## config.mk

```make
export PLATFORM = sky130hd
export DESIGN_NAME = tnn_infer_sequencer_flat
export DESIGN_NICKNAME = d
export VERILOG_FILES = /design/src/rtl/tnn_seq_pkg.sv /design/src/rtl/tnn_infer_sequencer_if.sv /design/src/rtl/tnn_sat_counter.sv /design/src/rtl/tnn_infer_sequencer.sv /design/src/flat_wrapper.sv
export SDC_FILE = /design/constraint.sdc
export NUM_CORES = 1
export LEC_CHECK = 0
export BUFFER_PORTS_ARGS = -buffer_cell sky130_fd_sc_hd__buf_2
export CAP_MARGIN = 15
export CORE_MARGIN = 2
export CORE_UTILIZATION = 55
export DETAILED_ROUTE_END_ITERATION = 8
export PLACE_DENSITY = 0.85
export SYNTH_ARGS = -nofsm -noshare
export SYNTH_HDL_FRONTEND = slang
export SYNTH_SLANG_ARGS = --single-unit
```

## constraint.sdc

```tcl
create_clock -name clk -period 5.66 [get_ports clk]
set_clock_uncertainty 0.2 [all_clocks]
set_input_delay 0.849 -clock clk [delete_from_list [all_inputs] [get_ports clk]]
set_output_delay 0.849 -clock clk [all_outputs]
set_load 0.05 [all_outputs]
```

## src/rtl/tnn_seq_pkg.sv

```systemverilog
// Shared types and defaults for the TNN inference sequencer.
package tnn_seq_pkg;

    typedef enum logic [1:0] {
        COLLECT = 2'd0,
        EVAL    = 2'd1,
        OUT     = 2'd2
    } state_e;

    localparam int TNN_N_FEAT = 5;
    localparam int TNN_FEAT_W = 2;
    localparam int TNN_CNT_W  = 16;

    // Index width for a slot counter covering n entries (at least one bit).
    function automatic int idx_w(input int n);
        return (n <= 1) ? 1 : $clog2(n);
    endfunction

endpackage

```

## src/rtl/tnn_infer_sequencer_if.sv

```systemverilog
// Feature stream, classifier, result and statistics signals of the sequencer.
interface tnn_infer_sequencer_if
    import tnn_seq_pkg::*;
#(
    parameter int N_FEAT = TNN_N_FEAT,
    parameter int FEAT_W = TNN_FEAT_W,
    parameter int CNT_W  = TNN_CNT_W
) ();

    // Both streams use valid/ready: a transfer happens on a rising edge where
    // valid and ready are both high; a raised valid holds its payload until then.
    logic                       in_valid;
    logic                       in_ready;
    logic [FEAT_W-1:0]          in_data;
    logic                       in_last;
    logic                       flush;
    logic                       clr_stats;
    logic [N_FEAT*FEAT_W-1:0]   feat_vec;
    logic                       cls_in;
    logic                       out_valid;
    logic                       out_ready;
    logic                       out_class;
    logic [CNT_W-1:0]           total_count;
    logic [CNT_W-1:0]           pos_count;
    logic                       err_framing;
    state_e                     dbg_state;

    modport master (
        output in_valid, in_data, in_last, flush, clr_stats, cls_in, out_ready,
        input  in_ready, feat_vec, out_valid, out_class, total_count, pos_count,
               err_framing, dbg_state
    );

    modport slave (
        input  in_valid, in_data, in_last, flush, clr_stats, cls_in, out_ready,
        output in_ready, feat_vec, out_valid, out_class, total_count, pos_count,
               err_framing, dbg_state
    );

endinterface

```

## src/rtl/tnn_sat_counter.sv

```systemverilog
// Saturating up-counter with synchronous clear taking priority over increment.
module tnn_sat_counter #(
    parameter int W = 16
) (
    input  logic         clk,
    input  logic         rst,
    input  logic         clr_i,
    input  logic         inc_i,
    output logic [W-1:0] q_o
);

    logic [W-1:0] q_q;
    logic [W-1:0] q_d;

    always_comb begin
        q_d = q_q;
        if (clr_i) begin
            q_d = '0;
        end else if (inc_i && (q_q != {W{1'b1}})) begin
            q_d = q_q + W'(1);
        end
    end

    always_ff @(posedge clk or posedge rst) begin
        if (rst) begin
            q_q <= '0;
        end else begin
            q_q <= q_d;
        end
    end

    assign q_o = q_q;

endmodule

```

## src/rtl/tnn_infer_sequencer.sv

```systemverilog
// Assembles serial features for the combinational TNN classifier, waits for it
// to settle, captures the class bit and hands it out with sample statistics.
module tnn_infer_sequencer
    import tnn_seq_pkg::*;
#(
    parameter int N_FEAT     = TNN_N_FEAT,
    parameter int FEAT_W     = TNN_FEAT_W,
    parameter int SETTLE_CYC = 1,
    parameter int CNT_W      = TNN_CNT_W
) (
    input  logic                  clk,
    input  logic                  rst,
    tnn_infer_sequencer_if.slave  seq_if
);

    localparam int              IW          = idx_w(N_FEAT);
    localparam int              VW          = N_FEAT * FEAT_W;
    localparam logic [IW-1:0]   LAST_IDX    = IW'(N_FEAT - 1);
    localparam logic [3:0]      SETTLE_LAST = 4'(SETTLE_CYC - 1);

    state_e          state_q, state_d;
    logic [IW-1:0]   idx_q, idx_d;
    logic [VW-1:0]   feat_q, feat_d;
    logic [3:0]      settle_q, settle_d;
    logic            out_valid_q, out_valid_d;
    logic            out_class_q, out_class_d;
    logic            err_q, err_d;

    logic            in_ready;
    logic            beat_fire;
    logic            at_last;
    logic            frame_ok;
    logic            frame_err;
    logic            settle_done;
    logic            res_fire;
    logic            pos_fire;
    logic [CNT_W-1:0] total_q;
    logic [CNT_W-1:0] pos_q;

    // flush suppresses both handshakes in the cycle it is asserted.
    assign beat_fire   = seq_if.in_valid & in_ready & ~seq_if.flush;
    assign at_last     = (idx_q == LAST_IDX);
    assign frame_ok    = beat_fire & at_last & seq_if.in_last;
    assign frame_err   = beat_fire & (at_last != seq_if.in_last);
    assign settle_done = (state_q == EVAL) && (settle_q == SETTLE_LAST);
    assign res_fire    = out_valid_q & seq_if.out_ready & ~seq_if.flush;
    assign pos_fire    = res_fire & out_class_q;

    always_ff @(posedge clk or posedge rst) begin
        if (rst) begin
            state_q <= COLLECT;
        end else begin
            state_q <= state_d;
        end
    end

    always_comb begin
        state_d = state_q;
        if (seq_if.flush) begin
            state_d = COLLECT;
        end else begin
            case (state_q)
                COLLECT: if (frame_ok)    state_d = EVAL;
                EVAL:    if (settle_done) state_d = OUT;
                OUT:     if (res_fire)    state_d = COLLECT;
                default:                  state_d = COLLECT;
            endcase
        end
    end

    always_comb begin
        in_ready = (state_q == COLLECT);
    end

    always_comb begin
        idx_d       = idx_q;
        feat_d      = feat_q;
        settle_d    = '0;
        out_valid_d = out_valid_q;
        out_class_d = out_class_q;
        err_d       = err_q;

        // A mis-framed beat is dropped entirely; the slot keeps its old value.
        if (frame_err) begin
            idx_d = '0;
            err_d = 1'b1;
        end else if (beat_fire) begin
            feat_d[idx_q*FEAT_W +: FEAT_W] = seq_if.in_data;
            idx_d = at_last ? '0 : idx_q + IW'(1);
        end

        if (state_q == EVAL) begin
            settle_d = settle_q + 4'd1;
        end
        if (settle_done) begin
            out_class_d = seq_if.cls_in;
            out_valid_d = 1'b1;
        end
        if (res_fire) begin
            out_valid_d = 1'b0;
            idx_d       = '0;
        end

        if (seq_if.flush) begin
            idx_d       = '0;
            out_valid_d = 1'b0;
            settle_d    = '0;
        end
        if (seq_if.clr_stats) begin
            err_d = 1'b0;
        end
    end

    always_ff @(posedge clk or posedge rst) begin
        if (rst) begin
            idx_q       <= '0;
            feat_q      <= '0;
            settle_q    <= '0;
            out_valid_q <= 1'b0;
            out_class_q <= 1'b0;
            err_q       <= 1'b0;
        end else begin
            idx_q       <= idx_d;
            feat_q      <= feat_d;
            settle_q    <= settle_d;
            out_valid_q <= out_valid_d;
            out_class_q <= out_class_d;
            err_q       <= err_d;
        end
    end

    tnn_sat_counter #(.W(CNT_W)) u_total_cnt (
        .clk   (clk),
        .rst   (rst),
        .clr_i (seq_if.clr_stats),
        .inc_i (res_fire),
        .q_o   (total_q)
    );

    tnn_sat_counter #(.W(CNT_W)) u_pos_cnt (
        .clk   (clk),
        .rst   (rst),
        .clr_i (seq_if.clr_stats),
        .inc_i (pos_fire),
        .q_o   (pos_q)
    );

    assign seq_if.in_ready    = in_ready;
    assign seq_if.feat_vec    = feat_q;
    assign seq_if.out_valid   = out_valid_q;
    assign seq_if.out_class   = out_class_q;
    assign seq_if.total_count = total_q;
    assign seq_if.pos_count   = pos_q;
    assign seq_if.err_framing = err_q;
    assign seq_if.dbg_state   = state_q;

endmodule

```

## src/flat_wrapper.sv

```systemverilog
// flat-port wrapper written by rule: the top's interface ports become plain ports
module tnn_infer_sequencer_flat import tnn_seq_pkg::*;
#(
    parameter int N_FEAT     = TNN_N_FEAT,
    parameter int FEAT_W     = TNN_FEAT_W,
    parameter int SETTLE_CYC = 1,
    parameter int CNT_W      = TNN_CNT_W
)
  (clk, rst, seq_if_in_valid, seq_if_in_data, seq_if_in_last, seq_if_flush, seq_if_clr_stats, seq_if_cls_in, seq_if_out_ready, seq_if_in_ready, seq_if_feat_vec, seq_if_out_valid, seq_if_out_class, seq_if_total_count, seq_if_pos_count, seq_if_err_framing, seq_if_dbg_state);
  tnn_infer_sequencer_if #(.N_FEAT(N_FEAT), .FEAT_W(FEAT_W), .CNT_W(CNT_W)) seq_if_i ();
  input  logic clk;
  input  logic rst;
  input wire logic [$bits(seq_if_i.in_valid)-1:0] seq_if_in_valid;
  input wire logic [$bits(seq_if_i.in_data)-1:0] seq_if_in_data;
  input wire logic [$bits(seq_if_i.in_last)-1:0] seq_if_in_last;
  input wire logic [$bits(seq_if_i.flush)-1:0] seq_if_flush;
  input wire logic [$bits(seq_if_i.clr_stats)-1:0] seq_if_clr_stats;
  input wire logic [$bits(seq_if_i.cls_in)-1:0] seq_if_cls_in;
  input wire logic [$bits(seq_if_i.out_ready)-1:0] seq_if_out_ready;
  output wire logic [$bits(seq_if_i.in_ready)-1:0] seq_if_in_ready;
  output wire logic [$bits(seq_if_i.feat_vec)-1:0] seq_if_feat_vec;
  output wire logic [$bits(seq_if_i.out_valid)-1:0] seq_if_out_valid;
  output wire logic [$bits(seq_if_i.out_class)-1:0] seq_if_out_class;
  output wire logic [$bits(seq_if_i.total_count)-1:0] seq_if_total_count;
  output wire logic [$bits(seq_if_i.pos_count)-1:0] seq_if_pos_count;
  output wire logic [$bits(seq_if_i.err_framing)-1:0] seq_if_err_framing;
  output wire logic [$bits(seq_if_i.dbg_state)-1:0] seq_if_dbg_state;
  assign seq_if_i.in_valid = seq_if_in_valid;
  assign seq_if_i.in_data = seq_if_in_data;
  assign seq_if_i.in_last = seq_if_in_last;
  assign seq_if_i.flush = seq_if_flush;
  assign seq_if_i.clr_stats = seq_if_clr_stats;
  assign seq_if_i.cls_in = seq_if_cls_in;
  assign seq_if_i.out_ready = seq_if_out_ready;
  assign seq_if_in_ready = seq_if_i.in_ready;
  assign seq_if_feat_vec = seq_if_i.feat_vec;
  assign seq_if_out_valid = seq_if_i.out_valid;
  assign seq_if_out_class = seq_if_i.out_class;
  assign seq_if_total_count = seq_if_i.total_count;
  assign seq_if_pos_count = seq_if_i.pos_count;
  assign seq_if_err_framing = seq_if_i.err_framing;
  assign seq_if_dbg_state = seq_if_i.dbg_state;
  tnn_infer_sequencer #(.N_FEAT(N_FEAT), .FEAT_W(FEAT_W), .SETTLE_CYC(SETTLE_CYC), .CNT_W(CNT_W)) u_core (.clk(clk), .rst(rst), .seq_if(seq_if_i));
endmodule
```

==> results of run 1 <==
worst register-to-register path: cells and delay by family, from the launching register on:
family | cells | cell delay (ns)
flip-flops | 1 | 0.49
AND/OR/NAND/NOR | 3 | 1.38
multiplexers | 1 | 0.31
power breakdown:
| group | switching, mW | internal [mW] | total, mW |
|---|---|---|---|
| sequential | 0.00511 | 0.393 | 0.398 |
| clock | 0.126 | 0.142 | 0.267 |
| combinational | 0.0558 | 0.0202 | 0.0759 |
flip-flops by register name (all words and copies together), names as in the netlist:
name and cells:
u_core.idx_q 3, u_core.seq_if.out_valid 1, u_core.seq_if.feat_vec 10, u_core.seq_if.err_framing 1, u_core.u_total_cnt.q_o 16, u_core.seq_if.out_class 1
u_core.u_pos_cnt.q_o 16, u_core.seq_if.dbg_state 2, u_core.settle_q 4
worst paths after layout:
kind	start	end	slack [ns]	cells past startpoint
setup / recovery	seq_if_flush	u_core.u_pos_cnt.q_o[14]	2.97	5
hold / removal	rst	u_core.seq_if.feat_vec[2]	0.27	2
setup reg to reg	u_core.u_total_cnt.q_o[3]	u_core.u_total_cnt.q_o[9]	3.18	4
hold reg to reg	u_core.settle_q[0]	u_core.settle_q[0]	0.29	1
max in group asynchronous	rst	u_core.u_total_cnt.q_o[6]	4.47	3
min in group clk	u_core.settle_q[0]	u_core.settle_q[0]	0.29	1
through the flow:
step	instances	instance area [um2]	utilization [%]	hold slack, ns	worst slack, ns
floorplan	310	3000	-	0.252	3.00
global placement	427	3330	64.4	0.274	2.73
detailed placement	427	3330	64.4	0.282	2.66
CTS	434	3440	66.6	0.295	2.98
global route	435	3460	67.0	0.274	2.89
finish	435	3460	67.0	0.270	2.97
placed cells by master, fill, tap and decap left out, types with 2 or more instances in the layout:
cell type / instances
sky130_fd_sc_hd__buf_2: 57
sky130_fd_sc_hd__dfrtp_1: 54
sky130_fd_sc_hd__nor2_1: 33
sky130_fd_sc_hd__nand2_1: 22
sky130_fd_sc_hd__a21oi_1: 20
sky130_fd_sc_hd__inv_1: 14
sky130_fd_sc_hd__nand4_1: 14
sky130_fd_sc_hd__mux2_2: 14
sky130_fd_sc_hd__ha_1: 12
sky130_fd_sc_hd__or4_1: 11
sky130_fd_sc_hd__nand3_1: 10
sky130_fd_sc_hd__nor3_1: 10
sky130_fd_sc_hd__o31ai_1: 9
sky130_fd_sc_hd__o21ai_0: 8
sky130_fd_sc_hd__nor4_1: 7
sky130_fd_sc_hd__clkbuf_8: 6
sky130_fd_sc_hd__mux2i_1: 5
sky130_fd_sc_hd__nor2b_1: 5
sky130_fd_sc_hd__a211oi_1: 4
sky130_fd_sc_hd__or3_1: 4
sky130_fd_sc_hd__nor4b_1: 2
sky130_fd_sc_hd__xor2_1: 2
sky130_fd_sc_hd__nand3b_1: 2
sky130_fd_sc_hd__and3_1: 2
sky130_fd_sc_hd__o311ai_0: 2
sky130_fd_sc_hd__o41ai_1: 2
sky130_fd_sc_hd__mux2_1: 2
sky130_fd_sc_hd__and2_1: 2
sky130_fd_sc_hd__a311oi_1: 2
sky130_fd_sc_hd__or2_0: 2
sky130_fd_sc_hd__and4b_1: 2
cells by family (layout without fill, tap and decap cells):
logic type      Yosys count  after routing  share of synthesized area, %
fa+ha+maj                12             12                          5.01
xor+xnor                  3              3                         0.877
buf+inv                  25             80                          3.17
flops                    54             54                          45.1
simple gates            140            140                          26.3
mux                      21             21                          7.68
compound gates           55             55                          11.9
cell type report:
cell class | instances | area (um2)
Timing Repair Buffer | 58 | 305
Inverter | 15 | 56.3
Fill cell | 416 | 1710
Clock buffer | 6 | 82.6
Clock inverter | 1 | 30.0
Tap cell | 70 | 87.6
Multi-Input combinational cell | 231 | 1550
Sequential cell | 54 | 1350
layer usage:
layer  wire [um]  share of wire (%)
met5           0                  0
met4         148                2.2
met3         344                5.1
met2        3440                 51
met1        2870                 42
==> flow_metrics.py, run 1 <==
metrics = {
    "run_status": {
        "run_status": "finished, final reports clean",
    },
    "grt": {
        "grt_pass1_vias": 2534,
        "grt_util_met3_pct": 4.65,
        "use_met2_pct": 40.4,
        "met1_usage_pct": 27.7,
        "grt_busiest_layer": "met2",
        "track_usage_pct": 23.2,
        "grt_overflow_total": 0,
        "grt_pass1_wl_um": 11300,
        "grt_start_max_net_pins": 55,
        "antenna_found_initial": 0,
    },
    "synth": {
        "mappedNetlistNets": 332,
        "netlist.top_cell.by_area": "sky130_fd_sc_hd__dfrtp_1",
        "ys.flop_type": "sky130_fd_sc_hd__dfrtp_1",
        "synth_area_leaders": "sky130_fd_sc_hd__dfrtp_1, sky130_fd_sc_hd__mux2_2, sky130_fd_sc_hd__ha_1",
        "synth.most_common_cell": "sky130_fd_sc_hd__dfrtp_1",
        "proportion_of_register_bits_with_asynchronous_set_or_reset_after_synthesis_pct": 100,
        "synth_top_area_share_pct": 45.1,
        "synthesis.area_um2": 3000,
        "ys_seq_area_share_pct": 45.1,
        "ys_types": 52,
        "synth.yosys.warnings": 0,
        "synth_edf_count": 0,
        "syn_avg_cell_area_um2": 9.67,
        "synth.ff_latch_count": 54,
        "synthesis.instances": 310,
        "synth_common_cells": "sky130_fd_sc_hd__dfrtp_1, sky130_fd_sc_hd__nor2_1, sky130_fd_sc_hd__nand2_1",
    },
    "finish": {
        "area_growth_syn_to_layout_pct": 15.6,
        "nNetsFinal": 387,
        "insertedDiodeCount": 0,
        "post_route_cells_drive_above_1_share_pct": 23.6,
    },
    "sta": {
        "max_slew_margin_pct": 44.7,
        "rsz_0062_raised_after_global_routing": "false",
        "fin_crit_sh_pct": 47.6,
        "finalMaxSlewViolations": 0,
        "finalHoldViolCount": 0,
        "final.min_clock_period_ns": 2.69,
        "worst_slew_pin_slew_ns": 0.823,
        "maxClockFrequency_ghz": 0.371,
        "report.final.setup_viol": 0,
        "fin_setup_tns_ns": 0,
    },
    "drt": {
        "drc_errors": 0,
        "route.vias.total": 2629,
        "avgRoutedWirePerCell_um": 15.6,
        "routed_wl_um": 6810,
        "dr.first_iter.drc_count": 230,
        "drt-vias-per-instance": 6.04,
        "ant_nets": 0,
        "drtPass1Iterations": 4,
    },
    "cts": {
        "cts_sinks": 54,
        "cts_post_setup_buffers_inserted": 0,
        "numCtsBuffers": 5,
        "cts_hold_buf": 0,
        "clk_path_buf_depth": 2,
        "clk_latency_ns": 0.31,
        "cts_max_level": 2,
        "tritoncts_clock_tree": "yes",
        "ctsResizeCount": 0,
        "ctsRootBufferMaster": "sky130_fd_sc_hd__clkbuf_8",
        "clk_pin_slew_worst_paths_ns": 0.10,
    },
    "floorplan": {
        "number_of_standard_cell_rows_in_the_floorplan": 26,
        "core_area_um2": 5170,
        "chipWidth_um": 77.8,
        "floorplan.initialDensity_pct": 58.0,
        "die_y_um": 77.8,
        "die_area_um2": 6060,
        "top_level_ports": 58,
    },
    "setup_path": {
        "critPathTopFamily": "simple AND/OR/NAND/NOR gates",
        "crit_chain": "buf_2 -> nand4b_2 -> or4_1 -> nor4_1 -> mux2_1",
        "largest_fanout_of_any_net_on_the_critical_path": 17,
        "worst_path_largest_cell_delay_ns": 0.66,
        "cp-end-kind": "register",
        "cp.arrival_ns": 2.69,
        "crit_path_start_kind": "input pin",
        "critical_path.slowest_cell": "sky130_fd_sc_hd__or4_1",
        "worst_path_buffer_plus_inverter_count": 1,
        "setup.worst_path.class": "input pin to register",
        "required_ns": 5.65,
    },
    "power": {
        "fin_total_pwr_mw": 0.741,
        "power_density_nw_per_um2": 214,
        "power.static_leakage_nw": 1.60,
        "irDropWorstVdd_mv": 0.135,
    },
    "worst_hold_path": {
        "min_delay_path_class": "input pin to async pin",
    },
    "placement": {
        "routabilityCongestion": 0.845,
        "port-buffer-count": 57,
        "place_hpwl_um": 4790,
    },
    "job": {
        "max_cap_viol_count": 0,
    },
}
No activity file was read; power rests on OpenSTA's default activity.
==> run 2: changes to the inputs <==
--- a/config.mk
+++ b/config.mk
@@ -8,9 +8,9 @@
 export BUFFER_PORTS_ARGS = -buffer_cell sky130_fd_sc_hd__buf_2
 export CAP_MARGIN = 15
 export CORE_MARGIN = 2
-export CORE_UTILIZATION = 55
+export CORE_UTILIZATION = 50
 export DETAILED_ROUTE_END_ITERATION = 8
-export PLACE_DENSITY = 0.85
+export PLACE_DENSITY = 0.82
 export SYNTH_ARGS = -nofsm -noshare
 export SYNTH_HDL_FRONTEND = slang
 export SYNTH_SLANG_ARGS = --single-unit
==> constraint.sdc (replaced) <==
create_clock -name clk -period 2.35 [get_ports clk]
set_clock_uncertainty 0.2 [all_clocks]
set_input_delay 0.3525 -clock clk [delete_from_list [all_inputs] [get_ports clk]]
set_output_delay 0.3525 -clock clk [all_outputs]
set_load 0.05 [all_outputs]
==> run 2 against run 1 <==
Cell count up 5.5%. Register-to-register slack worse by 3.0 ns. Count of clock-buffer cells in the layout up 1. Routed wire length up 0.43%. Global-route usage down 1.1 points. Critical path depth down 1. Core utilization down 5.3 points. Combinational power rose to 2.6 times the previous value. Sequential power up 140%. Non-clock buffer count up 18. Setup slack worse by 2.8 ns. Critical path type is now register to register. Critical endpoint is now u_core.u_pos_cnt.q_o[13]. Largest cell class unchanged.
==> flow_metrics.py, run 2 (same netlist as run 1, synthesis figures left out) <==
metrics = {
    "placement": {
        "place_hpwl_um": 5020,
        "routabilityCongestion": 0.846,
        "place_ws_ns": 0.0613,
        "port-buffer-count": 57,
        "dp_cells": 450,
    },
    "sta": {
        "fin_crit_sh_pct": 94.2,
        "timing.final.ws_setup_ns": 0.135,
        "holdWs_ns": 0.0752,
        "final.min_clock_period_ns": 2.21,
        "finalHoldViolCount": 0,
        "rsz_0062_raised_after_global_routing": "false",
        "finalMaxSlewViolations": 0,
        "maxClockFrequency_ghz": 0.451,
        "worst_slew_pin_slew_ns": 0.649,
        "max_slew_margin_pct": 56.3,
        "report.final.setup_viol": 0,
    },
    "finish": {
        "layout_common_cells": "sky130_fd_sc_hd__buf_2, sky130_fd_sc_hd__dfrtp_1, sky130_fd_sc_hd__nor2_1",
        "nNetsFinal": 405,
        "post_route_insts_no_fill": 459,
        "insertedDiodeCount": 0,
        "post_route_cells_drive_above_1_share_pct": 29.4,
        "layout_commonest_cell": "sky130_fd_sc_hd__buf_2",
        "fillCellCount": 491,
        "area_growth_syn_to_layout_pct": 20.4,
    },
    "grt": {
        "grt_start_max_net_pins": 55,
        "grt_overflow_total": 0,
        "antenna_found_initial": 0,
        "grt_pass1_vias": 2511,
        "track_usage_pct": 22.1,
        "grt_pass1_wl_um": 11400,
    },
    "drt": {
        "routed_wl_um": 6840,
        "drc_errors": 0,
        "route.vias.total": 2720,
        "avgRoutedWirePerCell_um": 14.9,
        "drtPass1Iterations": 5,
        "dr.first_iter.drc_count": 225,
        "drt-vias-per-instance": 5.93,
        "ant_nets": 0,
    },
    "floorplan": {
        "chipWidth_um": 81.4,
        "core_area_um2": 5850,
        "top_level_ports": 58,
        "die_area_um2": 6630,
        "die_y_um": 81.4,
        "floorplan.initialDensity_pct": 51.2,
        "number_of_standard_cell_rows_in_the_floorplan": 28,
    },
    "worst_hold_path": {
        "hold_path_depth": 2,
        "min_delay_path_class": "input pin to register",
        "whs_endpoint": "u_core.seq_if.out_class",
        "timing.hold.worst.start": "seq_if_cls_in",
    },
    "power": {
        "irDropWorstVdd_mv": 0.284,
        "power.static_leakage_nw": 1.68,
        "power_density_nw_per_um2": 469,
    },
    "cts": {
        "cts_sinks": 54,
        "cts_max_level": 2,
        "tritoncts_clock_tree": "yes",
        "clk_path_buf_depth": 2,
        "clk_latency_ns": 0.31,
        "clk_pin_slew_worst_paths_ns": 0.10,
        "numCtsBuffers": 5,
        "ctsResizeCount": 0,
        "ctsRootBufferMaster": "sky130_fd_sc_hd__clkbuf_8",
    },
    "setup_path": {
        "largest_fanout_of_any_net_on_the_critical_path": 6,
        "setup.reg_to_reg.worst_slack_ns": 0.14,
        "cp.arrival_ns": 2.25,
        "required_ns": 2.38,
        "crit_path_start_kind": "register",
        "r2r_cells": 4,
        "reg2reg_to": "u_core.u_pos_cnt.q_o[13]",
        "regToRegStartpoint": "u_core.u_pos_cnt.q_o[5]",
        "setup.worst_path.class": "register to register",
        "cp-end-kind": "register",
    },
    "run_status": {
        "run_status": "finished, final reports clean",
    },
    "job": {
        "max_cap_viol_count": 0,
    },
}
run 2: how the worst max path moves through the flow:
| stage | startpoint | slack, ns | end | cells after the start |
|---|---|---|---|---|
| 4_1_cts | u_core.u_pos_cnt.q_o[4] | 0.14 | u_core.u_pos_cnt.q_o[13] | 4 |
| 3_5_place_dp | seq_if_flush | 0.06 | u_core.u_pos_cnt.q_o[13] | 5 |
| 6_report | u_core.u_pos_cnt.q_o[5] | 0.14 | u_core.u_pos_cnt.q_o[13] | 4 |
| 5_1_grt | u_core.idx_q[1] | 0.01 | u_core.seq_if.feat_vec[3] | 7 |
| 3_3_place_gp | seq_if_flush | 0.12 | u_core.u_pos_cnt.q_o[13] | 5 |
| 2_1_floorplan | u_core.u_pos_cnt.q_o[7] | -0.03 | u_core.u_pos_cnt.q_o[14] | 5 |
run 2: critical path, cell delays in order, from the launching register on:
cell                      delay [ns]
sky130_fd_sc_hd__dfrtp_2        0.41
sky130_fd_sc_hd__nand4_1        0.22
sky130_fd_sc_hd__or4_1          0.66
sky130_fd_sc_hd__or4_1          0.50
sky130_fd_sc_hd__a21oi_1        0.15
run 2: what timing repair did:
action                                 CTS  global route
hold buffers                             1             0
buffers inserted                         0             0
endpoints found under the hold margin   54             0
run 2: cell type report:
type / instances / area, um2 / area share [%]
Clock inverter: 1 / 5.00 / 0.139
Inverter: 15 / 56.3 / 1.56
Sequential cell: 54 / 1360 / 37.8
Multi-Input combinational cell: 231 / 1560 / 43.2
Clock buffer: 7 / 86.3 / 2.39
Timing Repair Buffer: 76 / 443 / 12.3
Tap cell: 75 / 93.8 / 2.60
run 2: power by group:
part | internal [mW] | leakage [nW] | switching, mW | total [mW]
clock | 0.239 | 0.0482 | 0.300 | 0.539
combinational | 0.0569 | 0.909 | 0.141 | 0.198
sequential | 0.947 | 0.721 | 0.00983 | 0.956
total | 1.24 | 1.68 | 0.452 | 1.69
run 2: metrics by stage:
stage / cell area (um2) / util [%] / setup TNS [ns] / power [mW]
3_3_place_gp: 3510 / 59.9 / 0 / 1.17
4_1_cts: 3610 / 61.7 / 0 / 1.71
5_1_grt: 3610 / 61.7 / 0 / 1.77
3_5_place_dp: 3510 / 59.9 / 0 / 1.17
2_1_floorplan: 3020 / - / -0.0325 / 1.11
6_report: 3610 / 61.7 / 0 / 1.69
run 2: per-layer routing:
layer	share of wire [%]	GRT usage, %	vias to the layer above
li1	-	-	1298
met1	44	29.1	1339
met2	49	35.6	75
met3	5.7	4.73	8
met4	1.7	8.98	0
met5	0	0	-
==> run 3: changes to the inputs <==
--- a/config.mk
+++ b/config.mk
@@ -5,12 +5,12 @@
 export SDC_FILE = /design/constraint.sdc
 export NUM_CORES = 1
 export LEC_CHECK = 0
-export BUFFER_PORTS_ARGS = -buffer_cell sky130_fd_sc_hd__buf_2
 export CAP_MARGIN = 15
 export CORE_MARGIN = 2
-export CORE_UTILIZATION = 50
+export CORE_UTILIZATION = 55
 export DETAILED_ROUTE_END_ITERATION = 8
-export PLACE_DENSITY = 0.82
+export DONT_BUFFER_PORTS = 1
+export PLACE_DENSITY = 0.79
 export SYNTH_ARGS = -nofsm -noshare
 export SYNTH_HDL_FRONTEND = slang
 export SYNTH_SLANG_ARGS = --single-unit
==> constraint.sdc (replaced) <==
create_clock -name clk -period 2.35 [get_ports clk]
set_clock_uncertainty 0.2 [all_clocks]
set_input_delay 0.3525 -clock clk [delete_from_list [all_inputs] [get_ports clk]]
set_output_delay 0.3525 -clock clk [all_outputs]
set_load 0.01 [all_outputs]
==> run 3 against run 2 <==
Cell count down 10%. Critical endpoint is now u_core.seq_if.feat_vec[2]. Non-clock buffer count is 41 lower. Sequential share of layout area grew 1.7 points. Core utilization is 4.5 points higher. Setup slack got worse by 0.0035 ns. Critical path type unchanged. Clock power is 2% lower. Final area decreased by 5.2%.
==> flow_metrics.py, run 3 (same netlist as run 1, synthesis figures left out) <==
metrics = {
    "cts": {
        "numCtsBuffers": 5,
        "clk_latency_ns": 0.30,
        "ctsRootBufferMaster": "sky130_fd_sc_hd__clkbuf_8",
        "cts_sinks": 54,
        "clk_pin_slew_worst_paths_ns": 0.09,
        "cts_max_level": 2,
        "tritoncts_clock_tree": "yes",
        "clk_path_buf_depth": 2,
    },
    "grt": {
        "grt_pass1_wl_um": 11700,
        "grt_pass1_vias": 2468,
        "antenna_found_initial": 0,
        "grt_overflow_total": 0,
        "track_usage_pct": 24.1,
        "grt_start_max_net_pins": 27,
    },
    "setup_path": {
        "r2r_cells": 7,
        "reg2reg_to": "u_core.seq_if.feat_vec[2]",
        "regToRegStartpoint": "u_core.idx_q[0]",
        "largest_fanout_of_any_net_on_the_critical_path": 4,
        "crit_path_start_kind": "register",
        "setup.worst_path.class": "register to register",
        "setup.reg_to_reg.worst_slack_ns": 0.13,
        "required_ns": 2.35,
        "cp.arrival_ns": 2.21,
        "cp-end-kind": "register",
    },
    "power": {
        "power_density_nw_per_um2": 468,
        "power.static_leakage_nw": 1.47,
        "irDropWorstVdd_mv": 0.412,
    },
    "floorplan": {
        "chipWidth_um": 77.8,
        "core_area_um2": 5170,
        "die_y_um": 77.8,
        "die_area_um2": 6060,
        "top_level_ports": 58,
        "number_of_standard_cell_rows_in_the_floorplan": 26,
        "floorplan.initialDensity_pct": 58.0,
    },
    "placement": {
        "routabilityCongestion": 0.884,
        "place_hpwl_um": 5110,
        "port-buffer-count": 0,
        "dpl_cell_area_um2": 3260,
    },
    "finish": {
        "post_route_cells_drive_above_1_share_pct": 16.6,
        "utilization_pct": 66.2,
        "area_growth_syn_to_layout_pct": 14.1,
        "insertedDiodeCount": 0,
        "layout_commonest_cell": "sky130_fd_sc_hd__dfrtp_1",
        "layout_common_cells": "sky130_fd_sc_hd__dfrtp_1, sky130_fd_sc_hd__nor2_1, sky130_fd_sc_hd__buf_4",
        "layout.cell_area.non_filler_um2": 3420,
        "nNetsFinal": 364,
    },
    "sta": {
        "rsz_0062_raised_after_global_routing": "false",
        "maxClockFrequency_ghz": 0.451,
        "final.min_clock_period_ns": 2.22,
        "report.final.setup_viol": 0,
        "fin_crit_sh_pct": 94.4,
        "finalHoldViolCount": 0,
        "worst_slew_pin_slew_ns": 0.954,
        "max_slew_margin_pct": 36.2,
        "finalMaxSlewViolations": 0,
        "fin_setup_tns_ns": 0,
    },
    "worst_hold_path": {
        "timing.hold.worst.start": "seq_if_in_data[1]",
        "min_delay_path_class": "input pin to register",
        "hold_path_depth": 1,
        "whs_endpoint": "u_core.seq_if.feat_vec[9]",
    },
    "drt": {
        "avgRoutedWirePerCell_um": 16.9,
        "dr.first_iter.drc_count": 143,
        "drt-vias-per-instance": 6.13,
        "routed_wl_um": 6980,
        "ant_nets": 0,
        "route.vias.total": 2533,
        "drc_errors": 0,
        "drtPass1Iterations": 4,
    },
    "run_status": {
        "run_status": "finished, final reports clean",
    },
    "job": {
        "max_cap_viol_count": 0,
    },
}
run 3: cell count changes in the layout (fill, tap and decap cells not counted), sizes merged:
cell         before  now
buf              75   28
dlygate4sd3       1    7
run 3: per-layer routing:
metal / global-route usage, % / up-vias / routed length (um)
li1: - / 1220 / -
met1: 31.6 / 1241 / 3090
met2: 39.1 / 70 / 3440
met3: 7.33 / 2 / 421
met4: 5.89 / 0 / 27
met5: 0 / - / 0
run 3: repair_timing:
item / CTS / global route
hold endpoints to repair: 53 / 2
resized for setup: 0 / 1
setup endpoints to repair: 0 / 1
setup buffers: 0 / 0
hold buffers: 5 / 2
run 3: worst max-delay path, stage by stage, from the launching register on:
cell and delay, ns:
sky130_fd_sc_hd__dfrtp_1 0.36, sky130_fd_sc_hd__inv_1 0.06, sky130_fd_sc_hd__ha_1 0.24, sky130_fd_sc_hd__ha_1 0.23, sky130_fd_sc_hd__xor2_1 0.21, sky130_fd_sc_hd__nor4b_2 0.38
sky130_fd_sc_hd__nand2_1 0.15, sky130_fd_sc_hd__mux2_2 0.29
run 3: worst max-delay path by stage:
stage                                end                     from  cells after the start  slack, ns
3_5_place_dp    u_core.u_pos_cnt.q_o[13]  u_core.seq_if.out_valid                      4       0.13
6_report       u_core.seq_if.feat_vec[2]          u_core.idx_q[0]                      7       0.13
3_3_place_gp    u_core.u_pos_cnt.q_o[13]  u_core.seq_if.out_valid                      4       0.18
4_1_cts         u_core.u_pos_cnt.q_o[13]  u_core.seq_if.out_valid                      4       0.11
2_1_floorplan   u_core.u_pos_cnt.q_o[14]  u_core.seq_if.out_valid                      5       0.14
5_1_grt         u_core.u_pos_cnt.q_o[10]  u_core.seq_if.out_valid                      5      0.008
run 3: area by class of cell:
cell class	instances	area [um2]
fill	413	1750
sequential	54	1350
multi-input combinational	231	1560
tap	70	87.6
clock buffer	7	86.3
timing repair buffer	35	280
clock inverter	1	5.00
inverter	15	56.3
run 3: power breakdown:
group	switching, mW	internal (mW)
Clock	0.289	0.238
Sequential	0.0191	0.947
Combinational	0.0650	0.0425
run 3: through the flow:
| stage | instances | total power, mW | hold WS [ns] | setup WS (ns) |
|---|---|---|---|---|
| global placement | 398 | 1.07 | 0.111 | 0.183 |
| finish | 413 | 1.60 | 0.0121 | 0.132 |
| detailed placement | 398 | 1.08 | 0.110 | 0.128 |
| CTS | 411 | 1.62 | 0.00725 | 0.111 |
| floorplan | 310 | 1.06 | 0.252 | 0.137 |
| global route | 413 | 1.68 | 0.00206 | 0.00790 |
